<file path="src/rtl/uart_rx_fifo_pkg.sv">
// uart_rx_fifo_pkg
//   Shared constants for the UART receive buffer:
//   - bit positions of the status flags in the CPU read word
//   - capture FSM state encodings
//   - default FIFO geometry
package uart_rx_fifo_pkg;

  // Status bits in the CPU read word
  localparam int UART_EMPTY_BIT = 15;
  localparam int UART_OVR_BIT   = 14;

  // Capture FSM encodings
  localparam logic [1:0] ARMED    = 2'd0;
  localparam logic [1:0] CLEARING = 2'd1;
  localparam logic [1:0] WAIT_INV = 2'd2;

  // Default FIFO geometry (DEPTH must be 2**AW)
  localparam int UART_RX_DEPTH = 16;
  localparam int UART_RX_AW    = 4;

endpackage

</file>
<file path="src/rtl/uart_rx_fifo_if.sv">
// uart_rx_fifo_if
//   Groups the receiver-side, CPU-side and debug signals of uart_rx_fifo.
//   rx_in     receiver word (bit 15 = 1: no valid byte, bits 7:0 = byte)
//   rx_clear  one-cycle pulse that resets the receiver after a capture
//   load      CPU write strobe, pops one entry
//   out       CPU read word {empty, overrun, 6'b0, head}
//   dbg_state capture FSM state
//   dbg_count FIFO occupancy
//
//   Handshake: there is no valid/ready pair. A byte is offered while
//   rx_in[15] == 0 and is taken exactly once; the taker acknowledges with a
//   single rx_clear pulse and re-arms only after the receiver shows
//   rx_in[15] == 1. A pop happens on every clock edge where load == 1 and
//   the FIFO is non-empty; load on an empty FIFO is ignored.
interface uart_rx_fifo_if #(
  parameter int AW = 4
);
  logic [15:0] rx_in;
  logic        rx_clear;
  logic        load;
  logic [15:0] out;
  logic [1:0]  dbg_state;
  logic [AW:0] dbg_count;

  // Driving side: receiver model plus CPU
  modport master (
    output rx_in,
    output load,
    input  rx_clear,
    input  out,
    input  dbg_state,
    input  dbg_count
  );

  // Buffer side
  modport slave (
    input  rx_in,
    input  load,
    output rx_clear,
    output out,
    output dbg_state,
    output dbg_count
  );
endinterface

</file>
<file path="src/rtl/uart_rx_fifo_byte_fifo.sv">
// byte_fifo
//   DEPTH x 8 register-array FIFO with registered occupancy count.
//   Ports:
//     clk, reset  clock, asynchronous active-high reset
//     push, din   write din at the tail (caller guarantees room or a same-edge pop)
//     pop         advance the head (caller guarantees non-empty)
//     dout        current head entry (combinational from mem[rd_ptr])
//     full, empty occupancy flags
//     count       occupancy 0..DEPTH
//   The storage array is not reset; only pointers and count are.
module byte_fifo #(
  parameter int DEPTH = 16,
  parameter int AW    = 4
) (
  input  logic          clk,
  input  logic          reset,
  input  logic          push,
  input  logic [7:0]    din,
  input  logic          pop,
  output logic [7:0]    dout,
  output logic          full,
  output logic          empty,
  output logic [AW:0]   count
);

  localparam logic [AW:0] FULL_COUNT = (AW + 1)'(DEPTH);

  logic [7:0]    mem [DEPTH];
  logic [AW-1:0] wr_ptr;
  logic [AW-1:0] rd_ptr;

  // When full, a push paired with a pop writes into the slot being vacated
  // (wr_ptr == rd_ptr); the old head is consumed on the same edge.
  always_ff @(posedge clk) begin
    if (push) begin
      mem[wr_ptr] <= din;
    end
  end

  always_ff @(posedge clk or posedge reset) begin
    if (reset) begin
      wr_ptr <= '0;
      rd_ptr <= '0;
      count  <= '0;
    end else begin
      if (push) begin
        wr_ptr <= wr_ptr + AW'(1);
      end
      if (pop) begin
        rd_ptr <= rd_ptr + AW'(1);
      end
      case ({push, pop})
        2'b10:   count <= count + (AW + 1)'(1);
        2'b01:   count <= count - (AW + 1)'(1);
        default: count <= count;
      endcase
    end
  end

  assign dout  = mem[rd_ptr];
  assign full  = (count == FULL_COUNT);
  assign empty = (count == '0);

endmodule

</file>
<file path="src/rtl/uart_rx_fifo.sv">
// uart_rx_fifo
//   Receive buffer between the UART receiver and the CPU read register.
//   Captures each valid receiver byte once, queues it in byte_fifo, pulses
//   rx_clear to re-arm the receiver, and presents the queue head to the CPU.
//   Ports:
//     clk    system clock, all state on the rising edge
//     reset  asynchronous active-high reset
//     bus    uart_rx_fifo_if.slave: rx_in, rx_clear, load, out, dbg_state,
//            dbg_count
module uart_rx_fifo
  import uart_rx_fifo_pkg::*;
#(
  parameter int DEPTH = UART_RX_DEPTH,
  parameter int AW    = UART_RX_AW
) (
  input  logic             clk,
  input  logic             reset,
  uart_rx_fifo_if.slave    bus
);

  logic [1:0]  state;
  logic [1:0]  state_n;
  logic        capture;
  logic        rx_clear_q;
  logic        overrun;

  logic        push_ok;
  logic        pop_ok;
  logic        drop;
  logic [7:0]  head;
  logic        full;
  logic        empty;
  logic [AW:0] count;
  logic [15:0] out_w;

  // Receiver bits 14:8 carry nothing the buffer needs.
  logic unused_rx_bits;
  assign unused_rx_bits = ^bus.rx_in[14:8];

  // Capture FSM: take a valid word once, spend one cycle pulsing rx_clear,
  // then wait until the receiver shows invalid before re-arming so a word
  // that is still held valid is never taken twice.
  always_comb begin
    state_n = state;
    capture = 1'b0;
    case (state)
      ARMED: begin
        if (!bus.rx_in[15]) begin
          capture = 1'b1;
          state_n = CLEARING;
        end
      end
      CLEARING: state_n = WAIT_INV;
      WAIT_INV: begin
        if (bus.rx_in[15]) begin
          state_n = ARMED;
        end
      end
      default: state_n = ARMED;
    endcase
  end

  // Pop is judged on the pre-edge count; a full FIFO still accepts a push
  // when a pop frees a slot on the same edge.
  assign pop_ok  = bus.load && !empty;
  assign push_ok = capture && (!full || pop_ok);
  assign drop    = capture && !push_ok;

  always_ff @(posedge clk or posedge reset) begin
    if (reset) begin
      state      <= ARMED;
      rx_clear_q <= 1'b0;
      overrun    <= 1'b0;
    end else begin
      state      <= state_n;
      rx_clear_q <= capture;
      // Sticky drop flag; a drop on the same edge as a pop wins.
      if (drop) begin
        overrun <= 1'b1;
      end else if (pop_ok) begin
        overrun <= 1'b0;
      end
    end
  end

  byte_fifo #(
    .DEPTH (DEPTH),
    .AW    (AW)
  ) u_fifo (
    .clk   (clk),
    .reset (reset),
    .push  (push_ok),
    .din   (bus.rx_in[7:0]),
    .pop   (pop_ok),
    .dout  (head),
    .full  (full),
    .empty (empty),
    .count (count)
  );

  // Head byte is masked while empty so uninitialised storage never shows.
  always_comb begin
    out_w                 = 16'h0000;
    out_w[UART_EMPTY_BIT] = empty;
    out_w[UART_OVR_BIT]   = overrun;
    out_w[7:0]            = empty ? 8'h00 : head;
  end

  assign bus.out       = out_w;
  assign bus.rx_clear  = rx_clear_q;
  assign bus.dbg_state = state;
  assign bus.dbg_count = count;

endmodule

</file>
<file path="src/flat_wrapper.sv">
// flat-port wrapper written by rule: the top's interface ports become plain ports
module uart_rx_fifo_flat import uart_rx_fifo_pkg::*;
#(
  parameter int DEPTH = UART_RX_DEPTH,
  parameter int AW    = UART_RX_AW
)
  (clk, reset, bus_rx_in, bus_load, bus_rx_clear, bus_out, bus_dbg_state, bus_dbg_count);
  uart_rx_fifo_if #(.AW(AW)) bus_i ();
  input  logic clk;
  input  logic reset;
  input wire logic [$bits(bus_i.rx_in)-1:0] bus_rx_in;
  input wire logic [$bits(bus_i.load)-1:0] bus_load;
  output wire logic [$bits(bus_i.rx_clear)-1:0] bus_rx_clear;
  output wire logic [$bits(bus_i.out)-1:0] bus_out;
  output wire logic [$bits(bus_i.dbg_state)-1:0] bus_dbg_state;
  output wire logic [$bits(bus_i.dbg_count)-1:0] bus_dbg_count;
  assign bus_i.rx_in = bus_rx_in;
  assign bus_i.load = bus_load;
  assign bus_rx_clear = bus_i.rx_clear;
  assign bus_out = bus_i.out;
  assign bus_dbg_state = bus_i.dbg_state;
  assign bus_dbg_count = bus_i.dbg_count;
  uart_rx_fifo #(.DEPTH(DEPTH), .AW(AW)) u_core (.clk(clk), .reset(reset), .bus(bus_i));
endmodule
</file>
<file path="config.mk">
export PLATFORM = sky130hd
export DESIGN_NAME = uart_rx_fifo_flat
export DESIGN_NICKNAME = d
export VERILOG_FILES = /design/src/rtl/uart_rx_fifo_pkg.sv /design/src/rtl/uart_rx_fifo_if.sv /design/src/rtl/uart_rx_fifo_byte_fifo.sv /design/src/rtl/uart_rx_fifo.sv /design/src/flat_wrapper.sv
export SDC_FILE = /design/constraint.sdc
export NUM_CORES = 1
export LEC_CHECK = 0
export ABC_AREA = 1
export CORE_MARGIN = 3
export CORE_UTILIZATION = 50
export CTS_CLUSTER_DIAMETER = 100
export DETAILED_ROUTE_END_ITERATION = 10
export HOLD_SLACK_MARGIN = 0.1
export PLACE_DENSITY = 0.7
export SETUP_SLACK_MARGIN = 0.1
export SLEW_MARGIN = 20
export SYNTH_ARGS = -nofsm -noshare
export SYNTH_HDL_FRONTEND = slang
export SYNTH_SLANG_ARGS = --single-unit
</file>
<file path="constraint.sdc">
create_clock -name clk -period 5 [get_ports clk]
set_clock_uncertainty 0.1 [all_clocks]
set_input_delay 1 -clock clk [delete_from_list [all_inputs] [get_ports clk]]
set_output_delay 1 -clock clk [all_outputs]
set_load 0.03 [all_outputs]
</file>
Word-level counts from Yosys, hierarchy flattened --
Memories as Yosys holds them, arrays and structs flattened. Cells that the tools add are included.
Storage, ports and cells: register bits 17, bits in writable memories 128, bits of input ports 19, output and inout port bits 24, word-level logic and storage cells 41, memories 1
Cells by class: add/subtract/negate cells 4, equality and inequality tests 7, mux-type cells 11, reductions and logical operators 12
Memories:
- u_core.u_fifo.mem | words 16, width 8, rd ports 1, clocked after Yosys merged registers in 0, write ports 1, RTL line uart_rx_fifo_byte_fifo.sv:28 | logic [7:0] mem [DEPTH];
Operators by type and width (count):
- $pmux 5 s2 | 1
- $add 4x1->4 const B | 2
- $mux 8 | 1
- $mux 1 | 6
- $pmux 2 s3 | 1
- $add 5x1->5 const B | 1
- $eq 5x5->1 const B | 1
- $logic_not 5->1 | 1
- $sub 5x1->5 const B | 1
- $eq 2x1->1 const B | 2
- $eq 2x2->1 const B | 2
- $mux 2 | 2
- $ne 2x2->1 const B | 2
- $reduce_bool 2->1 | 2
- $logic_and 1x1->1 | 3
- $logic_not 1->1 | 3
- $logic_not 2->1 | 1
- $reduce_and 2->1 | 1
- $logic_or 1x1->1 | 1

Depth between registers and ports, before layout --
depth after elaboration 8, gate-level depth with buffers 13, gate-level depth less buffers 13

By module --
A second synthesis with hierarchy kept.
Unflattened totals: cells, all modules 565, area, all modules 6304.8 sq um
Modules (own cells, without submodules):
- byte_fifo | times used 1, cells an instance 518, area each 5989.5 sq um, sequential area each 4169.0 sq um
- uart_rx_fifo | times used 1, cells an instance 47, area each 315.3 sq um, sequential area each 100.1 sq um

Least setup slack after synthesis --
No wires, ideal clock.
kind flip-flop to output port, from reg u_core.u_fifo.count[0], to out bus_out[0], arrival 1.523 ns, required time 3.900 ns, slack 2.377 ns, stages on the path, launching flop included 5, buffers on the path 0, cell sequence dfrtp_1 > nor2_2 > nand3_1 > clkinv_1 > a21oi_1
Between the ends: longest elaborated chain between the ends 2
Ends and longest elaborated chain:
- start: declaration | RTL line uart_rx_fifo_byte_fifo.sv:23 | output logic [AW:0] count
- start signal: assignment | RTL line uart_rx_fifo_byte_fifo.sv:53 | 2'b10: count <= count + (AW + 1)'(1);
- start signal: assignment | RTL line uart_rx_fifo_byte_fifo.sv:54 | 2'b01: count <= count - (AW + 1)'(1);
- start signal: assignment | RTL line uart_rx_fifo_byte_fifo.sv:55 | default: count <= count;
- $logic_not 5->1 | RTL line uart_rx_fifo_byte_fifo.sv:62 | assign empty = (count == '0);
- via u_core.empty | RTL line uart_rx_fifo.sv:32 | logic empty;
- $mux 8 | RTL line uart_rx_fifo.sv:106 | out_w[7:0] = empty ? 8'h00 : head;
- end: declaration | RTL line flat_wrapper.sv:14 | output wire logic [$bits(bus_i.out)-1:0] bus_out;
The timed path passes the listed nets, and every way through them passes these cells.

Worst setup path in the final report --
from reg u_core.u_fifo.rd_ptr[1], to out bus_out[6]
Between the ends: longest elaborated chain between the ends 2
Ends and longest elaborated chain:
- start: declaration | RTL line uart_rx_fifo_byte_fifo.sv:30 | logic [AW-1:0] rd_ptr;
- start signal: assignment | RTL line uart_rx_fifo_byte_fifo.sv:50 | rd_ptr <= rd_ptr + AW'(1);
- $mem_v2 16x8
- $mux 8 | RTL line uart_rx_fifo.sv:106
No other way between the ends.

==> results.json <==
{
  "hp-start": "u_core.overrun",
  "leakage_nw": 2.75,
  "arrival_ns": 3.04,
  "path_clk_slew_ns": 0.05,
  "gp_congestion": 0.810,
  "diodes": 0,
  "reg2reg_depth": 7,
  "post_cts_buffers": 0,
  "yosys_most_used_dff": "edfxtp_1",
  "synth-seq-cells": 145,
  "cts_root_buf": "clkbuf_16",
  "worst-slew-pin-transition_ns": 0.937,
  "synth_area_sq_mm": 0.00623,
  "cts.sinks": 145,
  "avgSynthCellArea_sq_um": 11.2,
  "cts_tree": "yes",
  "reg2reg_slack_ns": 2.61,
  "drcViolationCount": 0,
  "status": "complete, no violations",
  "hold_path_class": "flop to flop",
  "num_rows": 40,
  "die_x_um": 118,
  "dp.cells": 734,
  "p_clk_share_pct": 28.2,
  "fin_tns_setup_ns": 0,
  "hold_violations": 0,
  "grt_pass1_vias": 4068,
  "fmax_mhz": 242,
  "cts_hold_buf": 0,
  "power.net_switching_mw": 1.70,
  "area_delta_synth_final_pct": 15.1,
  "peakVddDrop_uv": 372,
  "start_util_pct": 51.5,
  "ctsResizeCount": 0,
  "r2r_start": "u_core.bus.dbg_state[0]",
  "worstHoldEndpoint": "u_core.overrun",
  "core-area_sq_mm": 0.0121,
  "design_area_sq_mm": 0.00717,
  "crit_chain": "buf_4 -> inv_2 -> nand3_1 -> nand3_1 -> nand2_1 -> nand2_1 -> a21oi_1 -> clkdlybuf4s50_1",
  "num_vias": 4148,
  "portBuffers": 29,
  "synthCells": 558,
  "avgViaCountPerCell": 5.42,
  "fillCellCount": 1004,
  "endpoint_kind": "output port",
  "setup_violations": 0,
  "p_per_area_mw_per_mm2": 629,
  "post-route-min-period_ns": 4.14,
  "htreeDepth": 4,
  "holdPathStages": 2,
  "die_h_um": 118,
  "place_ws_ns": 1.36,
  "place_area_sq_mm": 0.00658,
  "synth-edff-count": 128,
  "slowest_delay_ns": 0.73,
  "required_ns": 3.90,
  "finalNonFillerCells": 766,
  "cts_max_path_buffers": 2,
  "crit_path_start_kind": "flop",
  "yosysWarnings": 0,
  "switching_share_pct": 37.8,
  "seqPwrFrac_pct": 33.9,
  "grt_overflow_total": 0,
  "drv_cap": 0,
  "combPwrFrac_pct": 37.9,
  "drv_slew": 0,
  "fp.dieArea_sq_mm": 0.0138,
  "drtAntennaViolNets": 0,
  "p_int_mw": 2.81,
  "critical_path.slowest_cell": "clkdlybuf4s50_1",
  "relSlewSlack_pct": 37.3,
  "worstSetupPathType": "flop to output port",
  "grt_max_degree": 67,
  "hold_ws_ns": 0.411,
  "io_pins": 43,
  "drtIter0Drc": 383,
  "yosysUniqueCellTypes": 23,
  "first_pass_iters": 4,
  "drive_above_1_share_pct": 8.19,
  "fin_total_pwr_mw": 4.51,
  "detailed_place_hpwl_mm": 8.12,
  "yosysSeqAreaShare_pct": 68.5,
  "setup_ws_ns": 0.862,
  "min_period_over_period_pct": 82.8,
  "critPathLaunch": "u_core.u_fifo.rd_ptr[1]",
  "reg2reg_to": "u_core.u_fifo.mem[6][2]",
  "fin_util_pct": 59.2,
  "antenna_found_initial": 0,
  "synth-async-reset-ratio_pct": 11.7,
  "path_max_fanout": 35,
  "clock_latency_ns": 0.42,
  "grtUsageTotal_pct": 19.9,
  "rsz0062_at_grt": "false",
  "drt-total-wl_mm": 13.4,
  "cts_made_buffers": 17,
  "grt_pass1_wl_mm": 21.1,
  "fin_nets": 613,
  "wl_per_cell_um": 17.5
}
[worst max path at each step]
stage | to | slack [ns] | cells past startpoint
2_1_floorplan | bus_out[0] | 2.38 | 4
3_3_place_gp | bus_out[3] | 1.39 | 8
3_5_place_dp | bus_out[6] | 1.36 | 9
4_1_cts | bus_out[6] | 0.88 | 9
5_1_grt | bus_out[7] | 0.73 | 9
6_report | bus_out[6] | 0.86 | 8
[synthesized netlist by cell type, types with 2 or more instances]
library cell	instances	area share, %
o21ai_0	4	0.32
buf_2	10	0.80
buf_4	13	1.6
buf_6	7	1.3
nor3_1	2	0.16
clkinv_1	3	0.18
nand2_1	192	12
edfxtp_1	128	62
nor2_2	2	0.20
nor2_1	20	1.2
ha_1	8	1.6
a21oi_1	10	0.80
dfrtp_1	17	6.8
nand2_2	3	0.30
inv_2	5	0.30
clkbuf_1	3	0.18
inv_1	14	0.84
nand3_1	105	8.4
xor2_1	8	1.1
[power groups by stage]
stage | registers [mW] | logic [mW] | clock network, mW
after floorplan | 1.58 | 1.19 | 0
after global placement | 1.54 | 1.63 | 0
after detailed placement | 1.55 | 1.69 | 0
after global routing | 1.54 | 1.87 | 1.34
final | 1.53 | 1.71 | 1.27
after CTS | 1.53 | 1.71 | 1.29
[metal layers]
layer	vias to the layer above	GRT usage, %	share of wire (%)
li1	1948	-	-
met5	-	0	0
met4	0	9.67	1.7
met3	22	4.76	6.2
met2	155	32.6	50
met1	2023	25.1	42
[logic make-up (layout without fill, tap and decap cells)]
family	after synthesis	in the layout	share of synthesized area [%]
XOR/XNOR	8	8	1.12
AO/OA/AOI/OAI	15	15	1.24
buffers and inverters	55	90	5.14
adder cells (fa/ha/maj)	9	9	1.93
flip-flops	145	145	68.5
other	1	6	0.0601
AND/OR/NAND/NOR	325	325	22.0
[state kept, by name (all words and copies together) (netlist names)]
| signal | cells |
|---|---|
| u_core.bus.dbg_state | 2 |
| u_core.bus.rx_clear | 1 |
| u_core.overrun | 1 |
| u_core.u_fifo.count | 5 |
| u_core.u_fifo.mem | 128 |
| u_core.u_fifo.rd_ptr | 4 |
| u_core.u_fifo.wr_ptr | 4 |
[cell usage in the layout, fill, tap and decap left out]
cell type,Yosys,layout
edfxtp_1,128,128
inv_2,5,5
nand3_1,105,105
conb_1,1,6
fa_1,1,1
dfrtp_2,0,1
nand2_1,192,192
clkdlybuf4s50_1,0,29
clkbuf_1,3,3
clkbuf_8,0,2
o21ai_0,4,4
nor2_1,20,20
bufinv_16,0,3
dfrtp_1,17,16
buf_4,13,7
inv_1,14,14
nor2_4,1,1
xor2_1,8,8
clkinv_1,3,3
clkinv_2,0,4
a21oi_1,10,10
nor3_1,2,1
clkbuf_16,0,17
nand2_2,3,3
ha_1,8,8
nor2_2,2,2
nor3_2,0,1
clkinvlp_4,0,2
o21a_1,1,1
clkinv_4,0,1
[final cells by class]
class                   count  area (sq um)  area share, %
multi-input cells         363          1670           23.3
flip-flops and latches    145          4270           59.5
clock buffers              22           464           6.47
inverters                  22          82.6           1.15
well taps                 168           210           2.93
clock inverters            10           134           1.87
repair buffers             36           343           4.78
[worst max-delay path: cells and delay by family, from the launching register on]
kind                   cells  cell delay, ns
flip-flops                 1            0.33
buffers and inverters      3            1.52
AO/OA/AOI/OAI              1            0.28
AND/OR/NAND/NOR            4            0.48
(Power assumes the default switching activity.)
